$ cat src/rtl/imem_loader.sv
// imem_loader: instruction-memory writer. Assembles a little-endian byte stream
// (4-byte length N, then N 4-byte words) into 32-bit words and writes them to the
// instruction memory at BASE_ADDR, +4, +8, ... The core is held in reset until
// the image has been fully written.
// Optional build macro IMEM_LOADER_CHECKSUM_EN adds a one-byte XOR trailer that
// must match the XOR of all length and data bytes.
module imem_loader #(
  parameter logic [31:0] BASE_ADDR = 32'h0000_0000,
  parameter int unsigned MAX_WORDS = 256
) (
  input  logic        clk,
  input  logic        rst_n,
  input  logic        start,
  input  logic        in_valid,
  input  logic [7:0]  in_data,
  output logic        in_ready,
  output logic        imem_we,
  output logic [31:0] imem_addr,
  output logic [31:0] imem_wdata,
  output logic        busy,
  output logic        done,
  output logic        error,
  output logic [15:0] words_loaded,
  output logic        core_rst_n
);

  localparam logic [31:0] MaxWords = 32'(MAX_WORDS);

  typedef enum logic [2:0] {
    StIdle,
    StLen,
    StData,
    StChk,
    StDone,
    StError
  } state_e;

  state_e      state_q, state_d;
  logic [1:0]  byte_idx_q, byte_idx_d;
  logic [31:0] shift_q, shift_d;
  logic [31:0] len_q, len_d;
  logic [15:0] words_q, words_d;
  logic        we_q, we_d;
  logic [31:0] addr_q, addr_d;
  logic [31:0] wdata_q, wdata_d;
`ifdef IMEM_LOADER_CHECKSUM_EN
  logic [7:0]  csum_q, csum_d;
`endif

  logic        accept;
  logic        last_byte;
  logic [31:0] asm_word;
  logic [15:0] words_inc;

  // Status outputs decode directly from the registered state.
  always_comb begin
    in_ready   = 1'b0;
    busy       = 1'b0;
    done       = 1'b0;
    error      = 1'b0;
    core_rst_n = 1'b0;
    unique case (state_q)
      StLen, StData, StChk: begin
        in_ready = 1'b1;
        busy     = 1'b1;
      end
      StDone: begin
        done       = 1'b1;
        core_rst_n = 1'b1;
      end
      StError: error = 1'b1;
      default: ;
    endcase
  end

  assign imem_we      = we_q;
  assign imem_addr    = addr_q;
  assign imem_wdata   = wdata_q;
  assign words_loaded = words_q;

  // Incoming byte shifts in at the top, so the first byte lands in bits 7:0.
  assign accept    = in_valid && in_ready;
  assign last_byte = (byte_idx_q == 2'd3);
  assign asm_word  = {in_data, shift_q[31:8]};
  assign words_inc = words_q + 16'd1;

  // Next-state logic: byte assembly, length decode and word write.
  always_comb begin
    state_d    = state_q;
    byte_idx_d = byte_idx_q;
    shift_d    = shift_q;
    len_d      = len_q;
    words_d    = words_q;
    we_d       = 1'b0;
    addr_d     = addr_q;
    wdata_d    = wdata_q;
`ifdef IMEM_LOADER_CHECKSUM_EN
    csum_d     = csum_q;
    if (accept && (state_q != StChk)) begin
      csum_d = csum_q ^ in_data;
    end
`endif
    unique case (state_q)
      StIdle, StDone, StError: begin
        if (start) begin
          state_d    = StLen;
          byte_idx_d = 2'd0;
          words_d    = 16'd0;
`ifdef IMEM_LOADER_CHECKSUM_EN
          csum_d     = 8'd0;
`endif
        end
      end
      StLen: begin
        if (accept) begin
          shift_d    = asm_word;
          byte_idx_d = byte_idx_q + 2'd1;
          if (last_byte) begin
            len_d = asm_word;
            if (asm_word == 32'd0) begin
`ifdef IMEM_LOADER_CHECKSUM_EN
              state_d = StChk;
`else
              state_d = StDone;
`endif
            end else if (asm_word > MaxWords) begin
              state_d = StError;
            end else begin
              state_d = StData;
            end
          end
        end
      end
      StData: begin
        if (accept) begin
          shift_d    = asm_word;
          byte_idx_d = byte_idx_q + 2'd1;
          if (last_byte) begin
            we_d    = 1'b1;
            addr_d  = BASE_ADDR + {14'd0, words_q, 2'b00};
            wdata_d = asm_word;
            words_d = words_inc;
            if ({16'd0, words_inc} == len_q) begin
`ifdef IMEM_LOADER_CHECKSUM_EN
              state_d = StChk;
`else
              state_d = StDone;
`endif
            end
          end
        end
      end
`ifdef IMEM_LOADER_CHECKSUM_EN
      StChk: begin
        if (accept) begin
          state_d = (in_data == csum_q) ? StDone : StError;
        end
      end
`endif
      default: state_d = StIdle;
    endcase
  end

  // State and datapath registers, asynchronous active-low reset.
  always_ff @(posedge clk or negedge rst_n) begin
    if (!rst_n) begin
      state_q    <= StIdle;
      byte_idx_q <= 2'd0;
      shift_q    <= 32'd0;
      len_q      <= 32'd0;
      words_q    <= 16'd0;
      we_q       <= 1'b0;
      addr_q     <= BASE_ADDR;
      wdata_q    <= 32'd0;
`ifdef IMEM_LOADER_CHECKSUM_EN
      csum_q     <= 8'd0;
`endif
    end else begin
      state_q    <= state_d;
      byte_idx_q <= byte_idx_d;
      shift_q    <= shift_d;
      len_q      <= len_d;
      words_q    <= words_d;
      we_q       <= we_d;
      addr_q     <= addr_d;
      wdata_q    <= wdata_d;
`ifdef IMEM_LOADER_CHECKSUM_EN
      csum_q     <= csum_d;
`endif
    end
  end

endmodule

$ cat config.mk
export PLATFORM = sky130hd
export DESIGN_NAME = imem_loader
export DESIGN_NICKNAME = d
export VERILOG_FILES = /design/src/rtl/imem_loader.sv
export SDC_FILE = /design/constraint.sdc
export NUM_CORES = 1
export LEC_CHECK = 0
export CORE_MARGIN = 2
export CORE_UTILIZATION = 54
export CTS_CLUSTER_SIZE = 28
export DETAILED_ROUTE_END_ITERATION = 8
export PLACE_DENSITY_LB_ADDON = 0.3
export SLEW_MARGIN = 20
export SYNTH_ARGS = -nofsm -noshare
export SYNTH_HDL_FRONTEND = slang
export SYNTH_SLANG_ARGS = --single-unit
$ cat constraint.sdc
create_clock -name clk -period 2.3 [get_ports clk]
set_input_delay 0.46 -clock clk [delete_from_list [all_inputs] [get_ports clk]]
set_output_delay 0.46 -clock clk [all_outputs]
set_load 0.005 [all_outputs]
* Yosys cells after proc, flatten, opt, wreduce, memory -nomap -nowiden
Index checks and enable logic that the tools add are counted.
** Storage, ports and cells
- Bits in registers :: 134
- Output and inout port bits :: 86
** Operators by class
- Mux-type cells :: 22
- $lt $le $gt $ge :: 1
- $add $sub $neg :: 2
- Equality and inequality tests :: 14
- Reduce and logical (&&, ||, !) cells :: 14
** Operators with widths (count)
- 2-to-1 mux 16 bit :: 3
- equality test 16 x 32 -> 1 bit :: 1
- > comparator 32 x 9 -> 1 bit (second input constant) :: 1
- zero test 32 bit :: 1
- case mux 16 bit (2 select lines) :: 1
- 2-to-1 mux 3 bit :: 8
- adder 16 x 1 -> 16 bit (second input constant) :: 1
- != test 2 bit (second input constant) :: 6
- case mux 3 bit (3 select lines) :: 1
- AND reduction 3 bit :: 3
- equality test 3 x 2 -> 1 bit (second input constant) :: 2
- equality test 3 bit (second input constant) :: 2
- 2-to-1 mux 1 bit :: 6
- AND reduction 6 bit :: 1
- OR reduction 3 bit :: 2
- 2-to-1 mux 2 bit :: 2
- case mux 2 bit (2 select lines) :: 1
- AND reduction 4 bit :: 1
- nonzero test 2 bit :: 2
- equality test 3 x 1 -> 1 bit (second input constant) :: 1
- zero test 3 bit :: 1
- adder 2 x 1 -> 2 bit (second input constant) :: 1
- equality test 2 bit (second input constant) :: 1
- != test 2 x 1 -> 1 bit (second input constant) :: 1
- 3 further kinds :: 3

* Logic depth before layout (Yosys ltp)
Gate-level depths: netlist of the first run.
- Depth in word-level cells :: 6
- Depth in mapped cells :: 8
- Depth with buffers taken out :: 7

* Worst setup path before layout of the first run
OpenSTA, ideal clock, no wires.
- Path type :: register -> register
- Start point :: register words_q[1] (netlist: words_loaded[1])
- End point :: register state_q[2]
- Path slack :: 227 ps
- Period minus slack after synthesis :: 2073 ps
- Arrival time :: 1981 ps
- Required time :: 2208 ps
- Buffers on the path :: 1
- Setup time :: 92 ps
- Stages on the path, launching flop included :: 9
- Path through :: dfrtp_1 > ha_1 > buf_2 > nand4_2 > nor2_2 > xor2_1 > a2111oi_0 > nand4_1 > o31ai_2
** On the way
- Cells in the longest elaborated chain, start to end :: 4
** Ends and longest elaborated chain
- start: declaration :: RTL line 42 : logic [15:0] words_q, words_d;
- start signal: assignment :: RTL line 183 : words_q <= words_d;
- adder 16 x 1 -> 16 bit :: RTL line 85 : assign words_inc = words_q + 16'd1;
- equality test 16 x 32 -> 1 bit :: RTL line 143 : if ({16'd0, words_inc} == len_q) begin
- != test 2 bit (no line)
- AND reduction 6 bit (no line)
- end signal: assignment :: RTL line 167 : state_q <= StIdle;
- end signal: assignment :: RTL line 179 : state_q <= state_d;
- end: declaration :: RTL line 38 : state_e state_q, state_d;
No other way between the ends.
A chain may end at the register's enable or synchronous reset.

* Final worst setup path of the first run
- Start point :: register words_q[2] (netlist: words_loaded[2])
- End point :: output words_loaded[2]
** RTL lines
- end: declaration :: RTL line 23 : output logic [15:0] words_loaded,
No word-level cell between the ends.

==> impl_results.md, run 1 <==
- Outcome: finished clean
- Final ANT Viol Nets: 0
- RSZ-0062 raised after global routing: false
- Yosys warns: 0
- Crit path max-delay family: buffers and inverters
- Max stage delay cell, worst path: dfrtp_1
- Final period utilization: 96.1%
- Layout cells sized above 1: roughly 15%
- H-tree levels: 4
- Die Width: 109 µm
- # diodes: 0
- Post-detail-place hpwl: 10200 µm
- DRT iter0 DRCs: 290
- Vias per std cell: approximately 5.5
- Clk buf depth: 2
- WP buf/inv: 2
- Initial Util: between 50% and 60%
- Placed insts: 858
- Final Critical Period: about 2.2 ns
- Final number of hold-violating endpoints: 0
- Sequential share of the synthesized area: between 50% and 60%
- Initial antenna violation count: 0
- Clock buffer count from CTS: 17
- Hold WC Path Type: input pin to asynchronous set/reset pin
- CP startpoint kind: flop
- Largest net degree at the start of global routing: 74
- Vias post-DR: ~4900
- Top post-synthesis cells by area: dfrtp_1 53%, nand2_1 15%, mux2_2 4.6%
- Setup WS pre-CTS: 0.0474 ns
- Peak VDD IR: about 0.73 mV
- Count leader, synth: nand2_1
- Total power: about 8 mW
- Critical Path Sink Type: output pin
- Core area: around 0.011 mm²
- Final setup vio count: 0
- GRT Total Usage: between 20% and 30%
- Clk root buf: clkbuf_8
- PortBufs: 81
- Area growth syn-to-layout: 27.2%
- Async S/R FF share, synth: between 90% and 100%
- Routed wire length: about 15000 µm
- DP Area: about 0.0070 mm²
- Syn Area/Cell: 9.26 µm²
- Fin Setup TNS: 0 ns
- Final core utilization: between 60% and 70%
- Worst-skew pair later-pin latency: 0.52 ns
- Filler instances: a little over 800
- Cell Area, Synth: between 0.005 and 0.006 mm²
- Area leader, netlist: dfrtp_1
- Pwr Density: just over 1000 mW/mm²
- Achievable frequency: approximately 450 MHz
- Final instance area: 0.00755 mm²
- Crit-path max FO: 9
- Final clock skew: approximately 0.0058 ns
- Final net count: ~750
- DIE AREA: around 0.012 mm²
- Post-synth EDFFs: 0
- Max Cap Violations: 0
- Cell-by-cell trace of the critical path: buf_4, clkdlybuf4s50_1
- Max transition margin: between 60% and 70%
- DR WL/cell: 16.6 µm
- Synth cell types: 67
- Worst Path Arrival: ~1.8 ns
- TritonCTS clock tree: done
- Final RePlAce weighted congestion: 0.903
- Vias in the first global route: 4859
- Hold slack: between 0.3 and 0.4 ns
- Yosys top cell area share: between 50% and 60%
- Pleak: 3.62 nW
- Num ports: between 90 and 100
- Most instantiated cells after synthesis: 245 x nand2_1, 126 x dfrtp_1, 32 x o21ai_0, 24 x mux2_2, 22 x buf_4
- Clock transition at path regs: around 0.060 ns
- Clock Sinks: 126
- Drt first pass iters: 5
- Cells after synthesis: between 600 and 700
- Slew at the pin closest to its max-slew limit: ~0.54 ns
- Core Rows: 38
- Chip height: between 100 and 150 µm
- Final WS setup: 0.0889 ns
- Most common flop cell mapped by yosys: dfrtp_1
- Fin cells: 891
- First-pass GRT wire length: around 24000 µm
- GRT overflow: 0
- DRC viols: 0
- Max stage delay on crit path: between 0.5 and 0.6 ns
- CP Class: flop to output pin
- FF+latch count, synth: 126
- WP data required: 1.84 ns
- Max-slew violation count: 0
## report_power, final
group	internal, mW	switching, mW
clock	1.46	0.998
sequential	2.83	0.660
combinational	0.984	0.850
total	5.27	2.51
## worst register-to-register path, cell delays in order (launching register included)
cell,delay [ns]
dfrtp_1,0.35
ha_2,0.24
nand4_2,0.18
buf_4,0.20
nor4_4,0.21
xnor2_1,0.16
nor4_2,0.31
nand4_1,0.20
o31ai_2,0.23
## layer usage
metal / vias to the layer above / GRT usage, % / wire, µm
met5: - / 0 / 0
met4: 0 / 12.3 / 465
met3: 37 / 5.74 / 737
met2: 166 / 41.7 / 7170
met1: 2406 / 36.2 / 6470
li1: 2315 / - / -
## registers in the layout, indices dropped and copies added, names as in the netlist
signal and cells:
byte_idx_q 2, imem_addr 16, imem_wdata 32, imem_we 1, len_q 32, shift_q 24, state_q 3, words_loaded 16
## placed cells by master, fill, tap and decap left out, types with 7 or more instances in the layout
| cell type | instances |
|---|---|
| dfrtp_1 | 124 |
| nand2_1 | 245 |
| a21oi_1 | 12 |
| nand4_1 | 8 |
| clkdlybuf4s50_1 | 80 |
| nor4_1 | 9 |
| o21ai_0 | 32 |
| inv_1 | 7 |
| xnor2_1 | 7 |
| clkbuf_16 | 16 |
| nor2_1 | 17 |
| buf_4 | 32 |
| nand3_1 | 9 |
| xor2_1 | 8 |
| conb_1 | 16 |
| mux2_2 | 24 |
## layout make-up
cell class                 instances  area [µm²]  share of cell area, %
clock buffer                      19         432                   5.72
sequential                       126        3160                   41.8
clock inverter                    13         116                   1.54
inverter                           8        30.0                  0.398
multi-input combinational        468        2510                   33.3
tap                              140         175                   2.32
timing repair buffer             117        1130                   15.0
## final timing paths
path	startpoint	cells past startpoint	slack [ns]	to
worst max-delay path	words_loaded[2]$_DFFE_PN0P_	2	0.09	words_loaded[2]
worst min-delay path	rst_n	2	0.31	imem_addr[12]$_DFFE_PN0P_
worst max register to register	words_loaded[0]$_DFFE_PN0P_	8	0.13	state_q[2]$_DFFE_PN0P_
worst min register to register	len_q[19]$_DFFE_PN0P_	2	0.47	len_q[19]$_DFFE_PN0P_
max in group asynchronous	rst_n	3	1.23	len_q[9]$_DFFE_PN0P_
min in group clk	len_q[19]$_DFFE_PN0P_	2	0.47	len_q[19]$_DFFE_PN0P_
## cell families (layout without fill, tap and decap cells)
logic type,after synthesis,after routing,synth area share (%)
xor+xnor,15,15,2.21
compound gates,76,76,8.28
other cells,1,16,0.0632
buf+inv,62,157,5.77
simple gates,333,333,25.3
mux,26,26,4.89
flops,126,126,53.1
fa+ha+maj,2,2,0.421
## repair_timing
item,CTS,global route
hold buffers,1,0
pin swaps,0,0
endpoints found under the setup margin,1,7
cloned,0,0
setup buffers,0,0
endpoints found under the hold margin,9,0
resized for setup,1,5
Note: power is estimated with default switching activity, not from simulation.
==> run 2, diff against run 1 <==
Settings changed: SLEW_MARGIN 20 to not set.
==> results of run 2 <==
The final DEF is identical to that of run 1; final timing and power are the same.
==> run 3, diff against run 2 <==
--- a/constraint.sdc
+++ b/constraint.sdc
@@ -3,2 +3,2 @@
 set_output_delay 0.46 -clock clk [all_outputs]
-set_load 0.005 [all_outputs]
+set_load 0.1 [all_outputs]
==> impl_results.md, run 3 (synthesized netlist as in run 1, its figures left out) <==
- Num ports: 98
- DRT iter0 DRCs: 346
- Achievable frequency: 468 MHz
- RSZ-0062 raised after global routing: false
- Area growth syn-to-layout: 24.3%
- Commonest non-fill, non-tap cells in the layout: 245 x nand2_1, 112 x dfrtp_1, 84 x buf_4, 32 x o21ai_0, 24 x mux2_2
- Final instance area: around 0.0074 mm²
- Commonest non-fill, non-tap cell in the layout: nand2_1
- Die Width: approximately 110 µm
- Final setup vio count: 0
- DR WL/cell: 16.7 µm
- Placed insts: around 850
- GR peak layer: met2
- Pleak: approximately 3.7 nW
- Hold WC Path Type: input pin to asynchronous set/reset pin
- Final number of hold-violating endpoints: 0
- TritonCTS clock tree: done
- First-pass GRT wire length: between 20000 and 25000 µm
- Setup WS pre-CTS: -0.0754 ns
- Grt met1 use: 35.1%
- Slew at the pin closest to its max-slew limit: between 0.6 and 0.7 ns
- Fin cells: a little under 900
- Setup bufs post-CTS: 0
- WP data required: ~2.7 ns
- Worst Path Arrival: roughly 2.6 ns
- Grt met3 use: under 10%
- Crit-path max FO: 8
- Routing usage on met2: roughly 44%
- Final net count: ~740
- Final RePlAce weighted congestion: around 0.91
- Vias per std cell: approximately 5.5
- Final clock skew: approximately 0.012 ns
- Final WS setup: 0.161 ns
- Routed wire length: roughly 15000 µm
- Fin Setup TNS: 0 ns
- Post-detail-place hpwl: between 10000 and 15000 µm
- Pwr Density: 1210 mW/mm²
- Core Rows: 38
- Final Critical Period: 2.14 ns
- Largest net degree at the start of global routing: between 100 and 150
- Core area: between 0.01 and 0.015 mm²
- DIE AREA: between 0.01 and 0.015 mm²
- Vias post-DR: approximately 4800
- Peak VDD IR: just under 0.9 mV
- Critical Path Sink Type: flop
- Initial antenna violation count: 0
- DP Area: 0.00681 mm²
- Worst-skew pair later-pin latency: between 0.5 and 0.6 ns
- H-tree levels: 4
- Max Cap Violations: 0
- Drt first pass iters: 4
- Max transition margin: 54.8%
- Final period utilization: 93.0%
- Clk root buf: clkbuf_8
- GRT overflow: 0
- DRC viols: 0
- PortBufs: 81
- Final ANT Viol Nets: 0
- Clock Sinks: 126
- Clk buf depth: 2
- Clock transition at path regs: about 0.06 ns
- CP startpoint kind: flop
- # diodes: 0
- Max-slew violation count: 0
- Vias in the first global route: 4724
- Clock buffer count from CTS: 17
- CP Class: flop to flop
- Hold buffers post-CTS: 0
- Final core utilization: approximately two thirds
- Outcome: finished clean
- Layout cells sized above 1: between 20% and 30%
- GRT Total Usage: between 20% and 30%
- Chip height: 109 µm
- Initial Util: a little under three fifths
[run 3: changes by cell type in the layout (fill, tap and decap cells not counted), moves of 2 or more]
cell,delta
clkdlybuf4s50_1,-70
buf_4,+52
dfrtp_1,-12
dfrtp_2,+10
buf_12,+5
clkbuf_1,+3
clkinv_4,-3
dfrtp_4,+2
[run 3: worst paths after layout]
check,start,to,slack [ns],cells after the start
hold / removal,rst_n,imem_addr[12]$_DFFE_PN0P_,0.03,2
setup reg to reg,words_loaded[0]$_DFFE_PN0P_,state_q[2]$_DFFE_PN0P_,0.16,7
setup / recovery,words_loaded[0]$_DFFE_PN0P_,state_q[2]$_DFFE_PN0P_,0.16,7
hold reg to reg,imem_wdata[29]$_DFFE_PN0P_,imem_wdata[29]$_DFFE_PN0P_,0.47,2
max in group asynchronous,rst_n,words_loaded[0]$_DFFE_PN0P_,1.71,2
min in group clk,imem_wdata[29]$_DFFE_PN0P_,imem_wdata[29]$_DFFE_PN0P_,0.47,2
[run 3: worst max-delay path, cell delays in order, from the launching register on]
cell     delay (ns)
dfrtp_4        0.40
buf_4          0.17
nand3_1        0.18
nor4_2         0.41
mux2i_1        0.16
a22oi_1        0.35
nand4_1        0.16
o31ai_2        0.20
[run 3: area by class of cell]
class / instances / area (µm²)
Clock buffer: 22 / 443
Clock inverter: 10 / 114
Fill cell: 820 / 3410
Inverter: 8 / 30.0
Multi-Input combinational cell: 468 / 2530
Sequential cell: 126 / 3180
Tap cell: 140 / 175
Timing Repair Buffer: 103 / 911
[run 3: what timing repair did]
item | 4_1_cts | 5_1_grt
resized for setup | 0 | 3
hold endpoints to repair | 0 | 0
setup endpoints to repair | 0 | 1
[run 3: layer usage]
metal  up-vias  part of all wire, %
li1       2291                    -
met4         0                  1.9
met2       130                   50
met1      2375                   44
met3        23                  3.8
met5         -                    0
[run 3: stage by stage]
| stage | hold slack [ns] | power [mW] |
|---|---|---|
| final | 0.0264 | 8.96 |
| after global routing | 0.0785 | 9.38 |
| after global placement | 0.452 | 6.33 |
| after CTS | 0.0662 | 8.96 |
| after detailed placement | 0.463 | 6.43 |
| after floorplan | 0.164 | 5.55 |
[run 3: power breakdown]
part           leakage [nW]  internal (mW)  switching (mW)
clock                 0.261           1.57           0.952
sequential             1.64           2.83           0.647
combinational          1.79          0.999            1.97
total                  3.70           5.39            3.56
